File: config.mk
export PLATFORM = sky130hd
export DESIGN_NAME = twiddle_lane_gen
export DESIGN_NICKNAME = d
export VERILOG_FILES = /design/src/rtl/twiddle_pkg.sv /design/src/rtl/mod_mul_pipe.sv /design/src/rtl/twiddle_lane_gen.sv
export SDC_FILE = /design/constraint.sdc
export NUM_CORES = 1
export LEC_CHECK = 0
export CORE_MARGIN = 8
export CORE_UTILIZATION = 50
export CTS_BUF_LIST = sky130_fd_sc_hd__clkbuf_16
export DETAILED_ROUTE_END_ITERATION = 16
export PLACE_DENSITY = 0.67
export SLEW_MARGIN = 20
export SYNTH_ARGS = -nofsm -noshare
export SYNTH_HDL_FRONTEND = slang
export SYNTH_SLANG_ARGS = --single-unit
File: constraint.sdc
create_clock -name clock -period 29.6 [get_ports clock]
set_clock_uncertainty 0.15 [all_clocks]
set_input_delay 2.96 -clock clock [delete_from_list [all_inputs] [get_ports clock]]
set_output_delay 2.96 -clock clock [all_outputs]
set_load 0.03 [all_outputs]
File: src/rtl/twiddle_pkg.sv
// Shared definitions for the twiddle lane generator: default modulus and
// coefficient width, the controller state encoding and the lane-root table.
// Lane roots are powers of the primitive 256th root of unity 17 mod 3329:
// R_k = 17^(128*k/LANES), so LANES=2 gives {1, 1729} and LANES=4 gives
// {1, 17^32, 17^64, 17^96} = {1, 2580, 1729, 3289}.
package twiddle_pkg;

  localparam int Q_DEF = 3329;
  localparam int W_DEF = 12;

  typedef enum logic [1:0] {
    ST_IDLE  = 2'd0,
    ST_ISSUE = 2'd1,
    ST_WAIT  = 2'd2,
    ST_OUT   = 2'd3
  } state_e;

  // Row 0: LANES=1, row 1: LANES=2, row 2: LANES=4. Unused entries are 0.
  localparam int unsigned LANE_ROOT [3][4] = '{
    '{1, 0,    0,    0   },
    '{1, 1729, 0,    0   },
    '{1, 2580, 1729, 3289}
  };

  // Root multiplier for lane k of a LANES-wide beat.
  function automatic int unsigned lane_root(input int lanes, input int k);
    int          row;
    logic [1:0]  row_sel;
    logic [1:0]  k_sel;
    row     = (lanes >= 4) ? 2 : ((lanes == 2) ? 1 : 0);
    row_sel = row[1:0];
    k_sel   = k[1:0];
    return LANE_ROOT[row_sel][k_sel];
  endfunction

endpackage

File: src/rtl/mod_mul_pipe.sv
// Pipelined modular multiplier: p = a*b mod Q after exactly LAT clock edges.
// For LAT >= 2 the raw product is registered first and the reduction sits in
// the second stage; any remaining stages are plain delay. No handshake: the
// result of the operands presented in cycle t appears in cycle t+LAT.
module mod_mul_pipe #(
  parameter int W   = 12,
  parameter int Q   = 3329,
  parameter int LAT = 3
) (
  input  logic         clock,
  input  logic         reset,
  input  logic [W-1:0] a,
  input  logic [W-1:0] b,
  output logic [W-1:0] p
);

  localparam int              NRS = (LAT > 1) ? LAT - 1 : 1;
  localparam logic [2*W-1:0]  Q_P = (2*W)'(Q);

  logic [2*W-1:0] prod_full;
  logic [W-1:0]   red;
  logic [W-1:0]   pipe_d [NRS];
  logic [W-1:0]   pipe_q [NRS];

  assign prod_full = {{W{1'b0}}, a} * {{W{1'b0}}, b};

  generate
    if (LAT > 1) begin : g_split
      logic [2*W-1:0] prod_q;
      // Stage 1: register the full-width product.
      always_ff @(posedge clock) begin
        if (reset) prod_q <= '0;
        else       prod_q <= prod_full;
      end
      assign red = W'(prod_q % Q_P);
    end else begin : g_direct
      assign red = W'(prod_full % Q_P);
    end
  endgenerate

  // Next value of the reduced-result shift chain.
  always_comb begin
    pipe_d[0] = red;
    for (int i = 1; i < NRS; i++) pipe_d[i] = pipe_q[i-1];
  end

  // Reduced-result shift chain.
  always_ff @(posedge clock) begin
    if (reset) begin
      for (int i = 0; i < NRS; i++) pipe_q[i] <= '0;
    end else begin
      for (int i = 0; i < NRS; i++) pipe_q[i] <= pipe_d[i];
    end
  end

  assign p = pipe_q[NRS-1];

endmodule

File: src/rtl/twiddle_lane_gen.sv
// Twiddle-stream generator: walks w0, w0*s, w0*s^2, ... mod Q for `count`
// beats and presents each as LANES lane-rotated copies (lane k = w*R_k).
// Each beat costs one ISSUE cycle, MUL_LAT WAIT cycles and at least one OUT
// cycle; w_out is held until the consumer takes it.
// Optional feature macro: TWIDDLE_RANGE_CHECK_EN -- rejects a start whose
// w0 or step is >= Q and pulses err instead. Without it err is tied low.
module twiddle_lane_gen
  import twiddle_pkg::*;
#(
  parameter int Q       = Q_DEF,
  parameter int W       = W_DEF,
  parameter int LANES   = 2,
  parameter int MUL_LAT = 3,
  parameter int CNT_W   = 8
) (
  input  logic               clock,
  input  logic               reset,
  input  logic               start,
  input  logic [W-1:0]       w0,
  input  logic [W-1:0]       step,
  input  logic [CNT_W-1:0]   count,
  output logic               busy,
  output logic               out_valid,
  input  logic               out_ready,
  output logic [LANES*W-1:0] w_out,
  output logic               done,
  output logic               err
);

  localparam int               WC_W      = (MUL_LAT > 1) ? $clog2(MUL_LAT) : 1;
  localparam logic [WC_W-1:0]  WAIT_LAST = WC_W'(MUL_LAT - 1);

  state_e               state_d,    state_q;
  logic [W-1:0]         w_d,        w_q;
  logic [W-1:0]         s_d,        s_q;
  logic [W-1:0]         w_next_d,   w_next_q;
  logic [CNT_W-1:0]     rem_d,      rem_q;
  logic [WC_W-1:0]      wait_cnt_d, wait_cnt_q;
  logic [LANES*W-1:0]   w_out_d,    w_out_q;
  logic                 done_d,     done_q;

  logic [W-1:0]         prod [LANES];
  logic [LANES*W-1:0]   lane_vec;
  logic                 start_bad;

  // Multiplier 0 advances the sequence (w*s); multipliers 1..LANES-1 form
  // the rotated lanes. Lane 0 needs no product and is w itself.
  genvar gi;
  generate
    for (gi = 0; gi < LANES; gi++) begin : g_lane
      if (gi == 0) begin : g_step
        mod_mul_pipe #(.W(W), .Q(Q), .LAT(MUL_LAT)) u_mul (
          .clock (clock),
          .reset (reset),
          .a     (w_q),
          .b     (s_q),
          .p     (prod[gi])
        );
        assign lane_vec[gi*W +: W] = w_q;
      end else begin : g_root
        localparam logic [W-1:0] ROOT = W'(lane_root(LANES, gi));
        mod_mul_pipe #(.W(W), .Q(Q), .LAT(MUL_LAT)) u_mul (
          .clock (clock),
          .reset (reset),
          .a     (w_q),
          .b     (ROOT),
          .p     (prod[gi])
        );
        assign lane_vec[gi*W +: W] = prod[gi];
      end
    end
  endgenerate

`ifdef TWIDDLE_RANGE_CHECK_EN
  localparam logic [W-1:0] Q_W = W'(Q);
  logic err_d, err_q;
  assign start_bad = (w0 >= Q_W) || (step >= Q_W);
`else
  assign start_bad = 1'b0;
`endif

  // Next-state and datapath control for IDLE -> ISSUE -> WAIT -> OUT.
  always_comb begin
    state_d    = state_q;
    w_d        = w_q;
    s_d        = s_q;
    w_next_d   = w_next_q;
    rem_d      = rem_q;
    wait_cnt_d = wait_cnt_q;
    w_out_d    = w_out_q;
    done_d     = 1'b0;
`ifdef TWIDDLE_RANGE_CHECK_EN
    err_d      = 1'b0;
`endif
    case (state_q)
      ST_IDLE: begin
        if (start) begin
          if (start_bad) begin
`ifdef TWIDDLE_RANGE_CHECK_EN
            err_d = 1'b1;
`endif
          end else if (count == '0) begin
            done_d = 1'b1;
          end else begin
            w_d     = w0;
            s_d     = step;
            rem_d   = count;
            state_d = ST_ISSUE;
          end
        end
      end
      ST_ISSUE: begin
        wait_cnt_d = WAIT_LAST;
        state_d    = ST_WAIT;
      end
      ST_WAIT: begin
        // Products of the operands seen in ISSUE land on the last WAIT cycle.
        if (wait_cnt_q == '0) begin
          w_out_d  = lane_vec;
          w_next_d = prod[0];
          state_d  = ST_OUT;
        end else begin
          wait_cnt_d = wait_cnt_q - WC_W'(1);
        end
      end
      ST_OUT: begin
        if (out_ready) begin
          w_d   = w_next_q;
          rem_d = rem_q - CNT_W'(1);
          if (rem_q == CNT_W'(1)) begin
            state_d = ST_IDLE;
            done_d  = 1'b1;
          end else begin
            state_d = ST_ISSUE;
          end
        end
      end
      default: state_d = ST_IDLE;
    endcase
  end

  // State and datapath registers.
  always_ff @(posedge clock) begin
    if (reset) begin
      state_q    <= ST_IDLE;
      w_q        <= '0;
      s_q        <= '0;
      w_next_q   <= '0;
      rem_q      <= '0;
      wait_cnt_q <= '0;
      w_out_q    <= '0;
      done_q     <= 1'b0;
    end else begin
      state_q    <= state_d;
      w_q        <= w_d;
      s_q        <= s_d;
      w_next_q   <= w_next_d;
      rem_q      <= rem_d;
      wait_cnt_q <= wait_cnt_d;
      w_out_q    <= w_out_d;
      done_q     <= done_d;
    end
  end

`ifdef TWIDDLE_RANGE_CHECK_EN
  // One-cycle error pulse for a rejected start.
  always_ff @(posedge clock) begin
    if (reset) err_q <= 1'b0;
    else       err_q <= err_d;
  end
  assign err = err_q;
`else
  assign err = 1'b0;
`endif

  assign busy      = (state_q != ST_IDLE);
  assign out_valid = (state_q == ST_OUT);
  assign w_out     = w_out_q;
  assign done      = done_q;

endmodule

==> flow_metrics.env <==
export IMPL_path_clk_slew_ps=70
export IMPL_rrSetupSlack_ps=14650
export IMPL_vias=21000
export IMPL_cts_sinks=168
export IMPL_max_freq_mhz=66.9
export IMPL_cts_htree_levels=4
export IMPL_preCtsSetupSlack_ps=15060
export IMPL_synthTopCellsByCount="331 x nand2_1, 229 x nor2_1, 218 x inv_1"
export IMPL_synth_top_area_share_pct=15.1
export IMPL_setup_viol=0
export IMPL_dr_pass1_iters=6
export IMPL_synth_area_leader_cell="dfxtp_1"
export IMPL_synth_area_leaders="dfxtp_1 15%, fa_1 11%, ha_1 7.8%"
export IMPL_tns_ps=0
export IMPL_seq_area_frac_synth_pct=15.1
export IMPL_slew_viol_final=0
export IMPL_critPathLaunchType="flop"
export IMPL_grt_pass1_wl_um=100000
export IMPL_synthCells=2860
export IMPL_die_area_um2=51700
export IMPL_cpLargestDelayFamily="compound AO/OA/AOI/OAI gates"
export IMPL_dpl_hpwl_um=46500
export IMPL_min_path_cells=2
export IMPL_place_congestion=0.917
export IMPL_viasPerCell=6.09
export IMPL_coreArea_um2=44100
export IMPL_critPathBufInv=2
export IMPL_rr_worst_depth=46
export IMPL_design_area_um2=23900
export IMPL_die_width_um=227
export IMPL_seqCellArea_um2=3360
export IMPL_status="complete, no violations"
export IMPL_async_flop_share_pct=0
export IMPL_avgSynthCellArea_um2=7.81
export IMPL_drive_gt1_share_pct=7.26
export IMPL_synthMostInstantiatedCell="nand2_1"
export IMPL_syn_area_um2=22300
export IMPL_drcViolationCount=0
export IMPL_final_nets=3135
export IMPL_synth_edf_count=0
export IMPL_drt_wl_total_um=60200
export IMPL_numPortBuffers=62
export IMPL_hold_class="reg -> reg"
export IMPL_crit_slowest_cell="dfxtp_1"
export IMPL_cts_root_buf="clkbuf_16"
export IMPL_area_growth_pct=7.11
export IMPL_clk_path_buf_depth=2
export IMPL_nFillCells=4224
export IMPL_grt_use_total_pct=22.9
export IMPL_std_cell_rows=77
export IMPL_cts_repair_resized=0
export IMPL_min_from="g_lane[0].g_step.u_mul.pipe_q[1][1]$_SDFF_PP0_"
export IMPL_worstPathMaxFanout=17
export IMPL_cp_data_required_time_ps=29790
export IMPL_timing_rr_start="g_lane[0].g_step.u_mul.g_split.prod_q[20]$_SDFF_PP0_"
export IMPL_crit_path_max_incr_delay_ps=740
export IMPL_grt_setup_unrepaired="no"
export IMPL_worstMarginPinSlew_ps=1110
export IMPL_worstSetupEndpointType="flop"
export IMPL_worst_slack_ps=14650
export IMPL_post_route_util_pct=54.2
export IMPL_placed_area_um2=23300
export IMPL_grt_max_degree=91
export IMPL_cts_setup_buffers=0
export IMPL_overflow=0
export IMPL_r2r_end="g_lane[0].g_step.u_mul.pipe_q[0][3]$_SDFF_PP0_"
export IMPL_drt_iter0_markers=1649
export IMPL_multi_input_area_um2=17700
export IMPL_cp_common_cell="nor2_1"
export IMPL_grt_pass1_vias=19800
export IMPL_die_y_um=227
export IMPL_worst_setup_path_type="reg -> reg"
export IMPL_ant_nets=0
export IMPL_ios=64
export IMPL_synth_distinct_cells=141
export IMPL_start_util_pct=50.6
export IMPL_wl_per_cell_um=17.5
export IMPL_maxCapViolations=0
export IMPL_hold_end="w_next_q[1]$_SDFFE_PP0P_"
export IMPL_cts_tree="yes"
export IMPL_antenna_found_initial=0
export IMPL_ys_ff_latch=168
export IMPL_synthFlopType="dfxtp_1"
export IMPL_cp_data_arrival_time_ps=15140
export IMPL_cts_buffers=17
export IMPL_clkLatencyLatePin_ps=450
export IMPL_hold_buffers=0
export IMPL_ys_warnings_count=0
export IMPL_fin_crit_ps=14950
export IMPL_syn_num_nets=3157
export IMPL_post_route_period_util_pct=50.5
export IMPL_hold_viol=0
export IMPL_slew_headroom_pct=25.1
cell type report:
class	instances	area share (%)
antenna	1	0.0105
inverter	220	3.45
sequential	168	14.1
tap	592	3.10
timing repair buffer	73	2.93
multi-input combinational	2358	73.9
clock inverter	15	0.737
clock buffer	17	1.78
kinds of logic after synthesis:
kind of cell,share of synthesized area [%]
other cells,0.0168
simple gates,23.8
fa+ha+maj,19.1
mux,2.97
flops,15.1
xor+xnor,6.50
buf+inv,5.78
compound gates,26.8
worst max path at each step:
stage / startpoint / endpoint / cells after the start
3_5_place_dp: g_lane[0].g_step.u_mul.g_split.prod_q[13]$_SDFF_PP0_ / g_lane[0].g_step.u_mul.pipe_q[0][3]$_SDFF_PP0_ / 46
6_report: g_lane[0].g_step.u_mul.g_split.prod_q[20]$_SDFF_PP0_ / g_lane[0].g_step.u_mul.pipe_q[0][3]$_SDFF_PP0_ / 46
5_1_grt: g_lane[0].g_step.u_mul.g_split.prod_q[20]$_SDFF_PP0_ / g_lane[0].g_step.u_mul.pipe_q[0][6]$_SDFF_PP0_ / 46
2_1_floorplan: g_lane[1].g_root.u_mul.g_split.prod_q[12]$_SDFF_PP0_ / g_lane[1].g_root.u_mul.pipe_q[0][10]$_SDFF_PP0_ / 48
4_1_cts: g_lane[0].g_step.u_mul.g_split.prod_q[20]$_SDFF_PP0_ / g_lane[0].g_step.u_mul.pipe_q[0][3]$_SDFF_PP0_ / 46
3_3_place_gp: g_lane[0].g_step.u_mul.g_split.prod_q[20]$_SDFF_PP0_ / g_lane[0].g_step.u_mul.pipe_q[0][1]$_SDFF_PP0_ / 45
worst reg2reg max path: cells and delay by family (launching register included):
family,cells,cell delay [ps]
simple gates,11,2720
compound gates,29,9910
xor+xnor,2,690
buf+inv,2,190
flops,1,740
fa+ha+maj,2,400
per-stage QoR:
step	hold WS, ps	instances
after floorplan	264	2860
after global placement	270	3411
after detailed placement	272	3411
after CTS	287	3443
after global routing	305	3443
final	285	3444
registers in the layout, indices dropped and copies added (netlist names):
register / flops
w_next_q: 12
w_out: 24
state_q: 2
g_lane.g_step.u_mul.pipe_q: 24
w_q: 12
done: 1
s_q: 12
g_lane.g_step.u_mul.g_split.prod_q: 24
rem_q: 8
g_lane.g_root.u_mul.pipe_q: 24
wait_cnt_q: 2
g_lane.g_root.u_mul.g_split.prod_q: 23
placed cells by master, fill, tap and decap left out, types with 16 or more instances in the layout:
cell type        netlist  final
nand2_1              331    331
nor2_1               229    229
inv_1                218    218
a21oi_1              175    174
dfxtp_1              168    168
ha_1                 140    140
xnor2_1              124    124
fa_1                 121    121
o21ai_0               94     94
and2_1                80     80
nor3_1                65     65
nand3_1               61     61
clkdlybuf4s50_1        0     61
nor2b_1               53     53
mux2i_1               48     48
a211oi_1              48     48
a21o_1                39     39
xor2_1                38     38
or3_1                 35     35
a31oi_1               33     33
o211ai_1              32     32
o21bai_1              28     28
nor4_1                27     27
nand4_1               27     27
nand2b_1              26     26
o31ai_1               25     25
and3_1                21     21
o21ai_1               21     21
a211o_1               20     20
or2_2                 19     19
o21a_1                17     17
clkbuf_16              0     17
o22ai_1               16     16
routing by layer:
metal / wire length (um) / track usage (%)
met5: 0 / 0
met4: 830 / 5.15
met3: 3240 / 3.31
met2: 26200 / 35.6
met1: 29900 / 33.3
Power is left out: the tool's default activity adds up to more than one toggle a clock period on the data nets, which glitch-free logic cannot reach.
